$ cat config.mk
export PLATFORM = sky130hd
export DESIGN_NAME = risc_spm_mem_flat
export DESIGN_NICKNAME = d
export VERILOG_FILES = /design/src/rtl/risc_spm_mem_if.sv /design/src/rtl/risc_spm_mem.sv /design/src/flat_wrapper.sv
export SDC_FILE = /design/constraint.sdc
export NUM_CORES = 2
export LEC_CHECK = 0
export ABC_AREA = 1
export BUFFER_PORTS_ARGS = -buffer_cell sky130_fd_sc_hd__buf_2
export CAP_MARGIN = 20
export CORE_UTILIZATION = 65
export CTS_BUF_LIST = sky130_fd_sc_hd__clkbuf_8
export CTS_CLUSTER_SIZE = 8
export DETAILED_ROUTE_END_ITERATION = 16
export PLACE_DENSITY_LB_ADDON = 0.1
export SETUP_SLACK_MARGIN = 0.15
export SLEW_MARGIN = 10
export SYNTH_ARGS = -nofsm -noshare
export SYNTH_HDL_FRONTEND = slang
export SYNTH_SLANG_ARGS = --single-unit
$ cat constraint.sdc
create_clock -name clk -period 6.3 [get_ports clk]
set_clock_uncertainty 0.2 [all_clocks]
set_input_delay 1.89 -clock clk [delete_from_list [all_inputs] [get_ports clk]]
set_output_delay 1.89 -clock clk [all_outputs]
set_load 0.05 [all_outputs]
$ cat src/rtl/risc_spm_mem_if.sv
// Bus between the RISC_SPM processor and its memory unit.
// Parameter: ADDRESS_WIDTH sets the width of the address field.
// Signals:
//   address, data_in, write  - driven by the processor (master).
//   data_out, ready          - read data and clear-complete flag, driven by the memory (slave).
//   wr_count, wr_err         - saturating accepted-write count and rejected-write pulse.
interface risc_spm_mem_if #(
  parameter int unsigned ADDRESS_WIDTH = 8
);
  logic [ADDRESS_WIDTH-1:0] address;
  logic [7:0]               data_in;
  logic                     write;
  logic [7:0]               data_out;
  logic                     ready;
  logic [15:0]              wr_count;
  logic                     wr_err;

  modport master (
    output address, data_in, write,
    input  data_out, ready, wr_count, wr_err
  );

  modport slave (
    input  address, data_in, write,
    output data_out, ready, wr_count, wr_err
  );
endinterface

$ cat src/rtl/risc_spm_mem.sv
// RISC_SPM memory unit: 2^ADDRESS_WIDTH x 8 single-port store with a registered read port.
// After reset a clearing sequencer zeroes every location, then the unit serves one access per
// cycle. Accepted writes are counted in a 16-bit saturating counter.
// Optional build macro RISC_SPM_MEM_WPROT_EN: writes to address < PROT_LIMIT are rejected and
// signalled with a one-cycle wr_err pulse; without it every address is writable, wr_err is 0.
// Ports:
//   clk  - rising-edge clock
//   rst  - synchronous active-high reset; restarts the clear
//   bus  - slave side of risc_spm_mem_if (address/data_in/write in; data_out/ready/
//          wr_count/wr_err out)
module risc_spm_mem #(
  parameter int unsigned ADDRESS_WIDTH = 8,
  parameter int unsigned PROT_LIMIT    = 16
) (
  input logic           clk,
  input logic           rst,
  risc_spm_mem_if.slave bus
);

  localparam int unsigned Depth = 2 ** ADDRESS_WIDTH;

  typedef enum logic [0:0] {StInit, StRun} state_e;

  state_e                   state_d, state_q;
  logic [ADDRESS_WIDTH-1:0] init_addr_d, init_addr_q;
  logic [7:0]               mem [Depth];

  logic                     mem_we;
  logic [ADDRESS_WIDTH-1:0] mem_waddr;
  logic [7:0]               mem_wdata;
  logic                     wr_accept;
  logic                     wr_reject;
  logic                     prot_hit;

  logic [7:0]               data_out_d, data_out_q;
  logic [15:0]              wr_count_d, wr_count_q;
  logic                     wr_err_d, wr_err_q;

`ifdef RISC_SPM_MEM_WPROT_EN
  // Unsigned compare; PROT_LIMIT of 0 protects nothing.
  assign prot_hit = 32'(bus.address) < PROT_LIMIT;
`else
  logic unused_prot_limit;
  assign unused_prot_limit = ^PROT_LIMIT;
  assign prot_hit          = 1'b0;
`endif

  always_comb begin
    state_d     = state_q;
    init_addr_d = init_addr_q;
    mem_we      = 1'b0;
    mem_waddr   = bus.address;
    mem_wdata   = bus.data_in;
    wr_accept   = 1'b0;
    wr_reject   = 1'b0;
    data_out_d  = 8'h00;
    wr_count_d  = wr_count_q;
    wr_err_d    = 1'b0;

    unique case (state_q)
      StInit: begin
        // Processor writes are ignored while the sequencer owns the write port.
        mem_we      = 1'b1;
        mem_waddr   = init_addr_q;
        mem_wdata   = 8'h00;
        init_addr_d = init_addr_q + ADDRESS_WIDTH'(1);
        if (init_addr_q == '1) begin
          state_d = StRun;
        end
      end
      StRun: begin
        wr_accept = bus.write & ~prot_hit;
        wr_reject = bus.write & prot_hit;
        mem_we    = wr_accept;
        // Write-first: a read of the address being written returns the new data.
        data_out_d = wr_accept ? bus.data_in : mem[bus.address];
        if (wr_accept && (wr_count_q != 16'hFFFF)) begin
          wr_count_d = wr_count_q + 16'd1;
        end
        wr_err_d = wr_reject;
      end
    endcase
  end

  always_ff @(posedge clk) begin
    if (rst) begin
      state_q     <= StInit;
      init_addr_q <= '0;
      data_out_q  <= 8'h00;
      wr_count_q  <= 16'h0000;
      wr_err_q    <= 1'b0;
    end else begin
      state_q     <= state_d;
      init_addr_q <= init_addr_d;
      data_out_q  <= data_out_d;
      wr_count_q  <= wr_count_d;
      wr_err_q    <= wr_err_d;
    end
  end

  // Storage has no reset of its own; the clear sequence initialises it.
  always_ff @(posedge clk) begin
    if (mem_we && !rst) begin
      mem[mem_waddr] <= mem_wdata;
    end
  end

  assign bus.data_out = data_out_q;
  assign bus.ready    = (state_q == StRun);
  assign bus.wr_count = wr_count_q;
  assign bus.wr_err   = wr_err_q;

endmodule

$ cat src/flat_wrapper.sv
// flat-port wrapper written by rule: the top's interface ports become plain ports
module risc_spm_mem_flat 
#(
  parameter int unsigned ADDRESS_WIDTH = 8,
  parameter int unsigned PROT_LIMIT    = 16
)
  (clk, rst, bus_address, bus_data_in, bus_write, bus_data_out, bus_ready, bus_wr_count, bus_wr_err);
  risc_spm_mem_if #(.ADDRESS_WIDTH(ADDRESS_WIDTH)) bus_i ();
  input logic clk;
  input logic rst;
  input wire logic [$bits(bus_i.address)-1:0] bus_address;
  input wire logic [$bits(bus_i.data_in)-1:0] bus_data_in;
  input wire logic [$bits(bus_i.write)-1:0] bus_write;
  output wire logic [$bits(bus_i.data_out)-1:0] bus_data_out;
  output wire logic [$bits(bus_i.ready)-1:0] bus_ready;
  output wire logic [$bits(bus_i.wr_count)-1:0] bus_wr_count;
  output wire logic [$bits(bus_i.wr_err)-1:0] bus_wr_err;
  assign bus_i.address = bus_address;
  assign bus_i.data_in = bus_data_in;
  assign bus_i.write = bus_write;
  assign bus_data_out = bus_i.data_out;
  assign bus_ready = bus_i.ready;
  assign bus_wr_count = bus_i.wr_count;
  assign bus_wr_err = bus_i.wr_err;
  risc_spm_mem #(.ADDRESS_WIDTH(ADDRESS_WIDTH), .PROT_LIMIT(PROT_LIMIT)) u_core (.clk(clk), .rst(rst), .bus(bus_i));
endmodule
==> Word level (Yosys, flattened, before mapping) <==
Memory sizes are Yosys's and may differ from the RTL's. A register that Yosys moved wholly into a read port is not among the register bits.
Index checks and enable logic that the tools add are counted.
{ "totals": {"regBits": 25, "ramBits": 2048, "input_bits": 19, "output_inout_bits": 26, "word_cells": 21, "mem_count": 1} }
{ "classes": {"n_addsub": 2, "n_eq_ne": 2, "n_mux": 7, "n_bitwise": 1, "reduce_logical": 5} }
{ "memory_table": {"columns": ["name", "words", "width", "rd", "rd_clocked_by_memory_dff", "wr", "line", "text"], "rows": [
  ["u_core.mem", 256, 8, 1, 1, 1, "risc_spm_mem.sv:26", "logic [7:0] mem [Depth];"]
]} }
{ "op_table": {"columns": ["operator", "n"], "rows": [
  ["16-bit by 1-bit adder with 16-bit output, second input constant", 1],
  ["8-bit 2-to-1 mux", 2],
  ["16-bit != test, second input constant", 1],
  ["8-bit by 1-bit adder with 8-bit output, second input constant", 1],
  ["8-bit == test, second input constant", 1],
  ["1-bit 2-to-1 mux", 4],
  ["1-bit logical AND", 2],
  ["1-bit case mux with 2 select lines", 1],
  ["2-bit AND reduction", 1],
  ["2-bit OR reduction", 1],
  ["1-bit zero test", 1],
  ["1-bit NOT", 1]
]} }

==> Depth between registers and ports, before layout <==
{ "depth": {"ltp_word": 5, "mapped_depth": 17, "depth_no_buf": 13} }

==> Least setup slack after synthesis <==
Ideal clock, no wire load.
{ "synth_timing": {"path_kind": "input -> register", "startpoint": "input bus_data_in[0]", "endpoint": "memory u_core.mem[0][0] (data pin)", "setup_time_ns": 0.772, "arrival_time_ns": 4.711, "slack_ns": 0.616, "cell_stages": 2, "path_cell_list": "nand2_1 -> inv_1"} }
{ "synth_between": {"elab_chain_len": 1} }
{ "synth_lines": {"columns": ["item", "line", "text"], "rows": [
  ["from (decl)", "flat_wrapper.sv:12", "input wire logic [$bits(bus_i.data_in)-1:0] bus_data_in;"],
  ["8-bit 2-to-1 mux", "risc_spm_mem.sv:60", "unique case (state_q)"],
  ["via u_core.mem_wdata[0]", "risc_spm_mem.sv:30", "logic [7:0] mem_wdata;"],
  ["to (decl)", "risc_spm_mem.sv:26", null]
]} }
The timed path passes the listed nets, and every way through them passes these cells.

==> Worst setup path in the final report <==
{ "layout_timing": {"startpoint": "register u_core.state_q (netlist: u_core.bus.ready)", "endpoint": "output bus_ready"} }
{ "layout_rtl": {"columns": ["item", "line", "text"], "rows": [
  ["from (decl)", "risc_spm_mem.sv:24", "state_e state_d, state_q;"],
  ["from (signal assigned)", "risc_spm_mem.sv:87", "state_q <= StInit;"],
  ["from (signal assigned)", "risc_spm_mem.sv:93", "state_q <= state_d;"],
  ["to (decl)", "flat_wrapper.sv:15", "output wire logic [$bits(bus_i.ready)-1:0] bus_ready;"]
]} }
No word-level cell between the ends.

==> results.tsv <==
metric	value	unit
status	finished clean	
CTS Root Cell	clkbuf_8	
Vias/cell	6.171	
syn_nets	7263	
hold path cells	2	
die area	131700	sq um
pin count of the biggest net entering global routing	203	
synthesis-stage register bit count	2081	
count leader, synth	nand2_1	
fraction of registers with async set/reset	0	%
Mapped Cells	7242	
Tot GR Track Use	33.28	%
total grt overflow	0	
Die H	362.9	microns
Yosys cell types	30	
critical path endpoint category	output pin	
worst slack, placed	999.1	ps
number of DRC markers in iteration 0	7824	
crit start category	register	
Cell Pwr Density	289.0	nW/um^2
Worst Hold Class	reg -> reg	
via count	56520	
vias in the first global route	53590	
fmax	0.2224	GHz
Reg clk slew, reported paths	60	ps
clk sinks	2081	
Final WS setup	1803	ps
Commonest cells post-synth	nand2_1, edfxtp_1, nand3_1	
initial antenna violation count	15	
Hold Buf Count CTS	0	
part of the cycle the worst path needs	71.38	%
Setup Fix Bufs, Post-CTS	0	
# resized after CTS	0	
Die Width	362.9	microns
Placeable Area	129300	sq um
first-pass GRT wire length	325000	microns
critical path class	reg -> out	
Max transition margin	20.58	%
Residual DRC	0	
setup TNS	0	ps
Seq/Total Area, Yosys	73.40	%
Tightest Pin Transition	1191	ps
area delta synth->final	8.095	%
clock latency on the worst-skew pair	1030	ps
remaining antenna violation count	0	
CP Max Fanout	17	
share of the synthesized area in the top cell type	72.62	%
Post-synth EDFFs	2048	
GP Congestion	0.9198	
RSZ-0062 raised after global routing	no	
FF-to-FF path depth	7	
Tmin final	4497	ps
nets@finish	7248	
number of CTS-inserted buffers	339	
Synth Flop Type	edfxtp_1	
worst vdd ir	0.0002697	V
layout cells sized above 1	7.120	%
max_cap viols	0	
Avg Cell Area, Syn	11.69	sq um
Synth area leaders	edfxtp_1, nand3_1, nand2_1	
largest area contributor in the netlist	edfxtp_1	
final max-slew violation count	0	
Overall Power	0.02645	W
H-tree depth	5	
Critical Path RT	4210	ps
detailed placement HPWL	120500	microns
I/O Pins	45	
Final Routed Wirelength	218100	microns
crit path DAT	2410	ps
Final setup violation count	0	
initial core utilization	65.48	%
Port Buffers	43	
YS warnings	0	
final hold vios	0	
num rows	132	
WL/cell	23.81	microns
DR pass1 iterations	7	
clk buf depth	4	
TritonCTS clock tree	built	
Netlist Area Pre-Place	84680	sq um
P_leak	32.82	nW
## power breakdown
group | leakage [nW] | switching [W] | internal [W] | total [W]
registers | 19.2 | 0.00000295 | 0.0150 | 0.0150
logic | 10.3 | 0.00101 | 0.000354 | 0.00136
clock network | 3.29 | 0.00498 | 0.00513 | 0.0101
## layer usage
metal | vias to the layer above | wire length [microns] | track usage (%)
met5 | - | 172 | 0
met4 | 22 | 7664 | 12.74
met3 | 517 | 25820 | 8.311
met2 | 3383 | 100100 | 50.63
met1 | 27030 | 84310 | 46.87
li1 | 25570 | - | -
## worst paths after layout
check                           end              startpoint  slack [ps]
min reg2reg  u_core.bus.wr_count[9]  u_core.bus.wr_count[9]         280
max                       bus_ready        u_core.bus.ready        1800
min          u_core.bus.wr_count[9]  u_core.bus.wr_count[9]         280
max reg2reg      u_core.mem[206][1]        u_core.bus.ready        2070
## registers in the layout, indices dropped and copies added, names as in the netlist
signal,flops
u_core.bus.data_out,8
u_core.bus.ready,1
u_core.bus.wr_count,16
u_core.init_addr_q,8
u_core.mem,2048
## worst max-delay path, cell delays in order (launching register included)
cell,delay (ps)
dfxtp_1,720
buf_4,350
buf_2,310
## metrics by stage
stage	instances	util, %	hold slack, ps	cell area [sq um]
3_5_place_dp	8626	66.43	275.9	85900
5_1_grt	9159	70.79	304.7	91540
3_3_place_gp	8626	66.42	257.3	85900
4_1_cts	9156	70.74	283.8	91480
2_1_floorplan	7242	-	264.8	84680
6_report	9159	70.79	279.6	91540
## kinds of logic (layout without fill, tap and decap cells)
| kind of cell | count (synthesis) | in the layout | synth area share (%) |
|---|---|---|---|
| flip-flops | 2081 | 2081 | 73.40 |
| XOR/XNOR | 4 | 4 | 0.04138 |
| adder cells (fa/ha/maj) | 2 | 2 | 0.02955 |
| AND/OR/NAND/NOR | 4532 | 4532 | 23.15 |
| other | 1 | 2 | 0.004428 |
| buffers and inverters | 572 | 746 | 3.050 |
| AO/OA/AOI/OAI | 50 | 50 | 0.3191 |
## layout by cell type, fill, tap and decap left out, types with 2 or more instances in the layout
master      instances
nand3_1          2037
buf_12             23
buf_4              67
a21oi_1            30
inv_8              10
buf_16              2
nor2_1            314
nor3_1             11
o22ai_1             2
clkinvlp_4          4
inv_1             185
inv_6               2
ha_1                2
buf_2              39
nand4_1             5
dfxtp_1            33
nor2_2              2
xor2_1              3
o21ai_1             2
inv_2               5
buf_8               3
clkbuf_8          353
nand2_2             5
clkinv_1           45
clkinv_2            5
edfxtp_1         2048
nand2_1          2155
o21ai_0            12
nand3_2             2
## area by class of cell
| class | instances | area, sq um |
|---|---|---|
| Clock buffer | 353 | 4858 |
| Antenna cell | 1 | 2.502 |
| Clock inverter | 177 | 721.9 |
| Timing Repair Buffer | 134 | 1259 |
| Sequential cell | 2081 | 62160 |
| Fill cell | 9064 | 37780 |
| Multi-Input combinational cell | 4589 | 19960 |
| Tap cell | 1742 | 2180 |
| Inverter | 82 | 401.6 |
(Power assumes the default switching activity.)
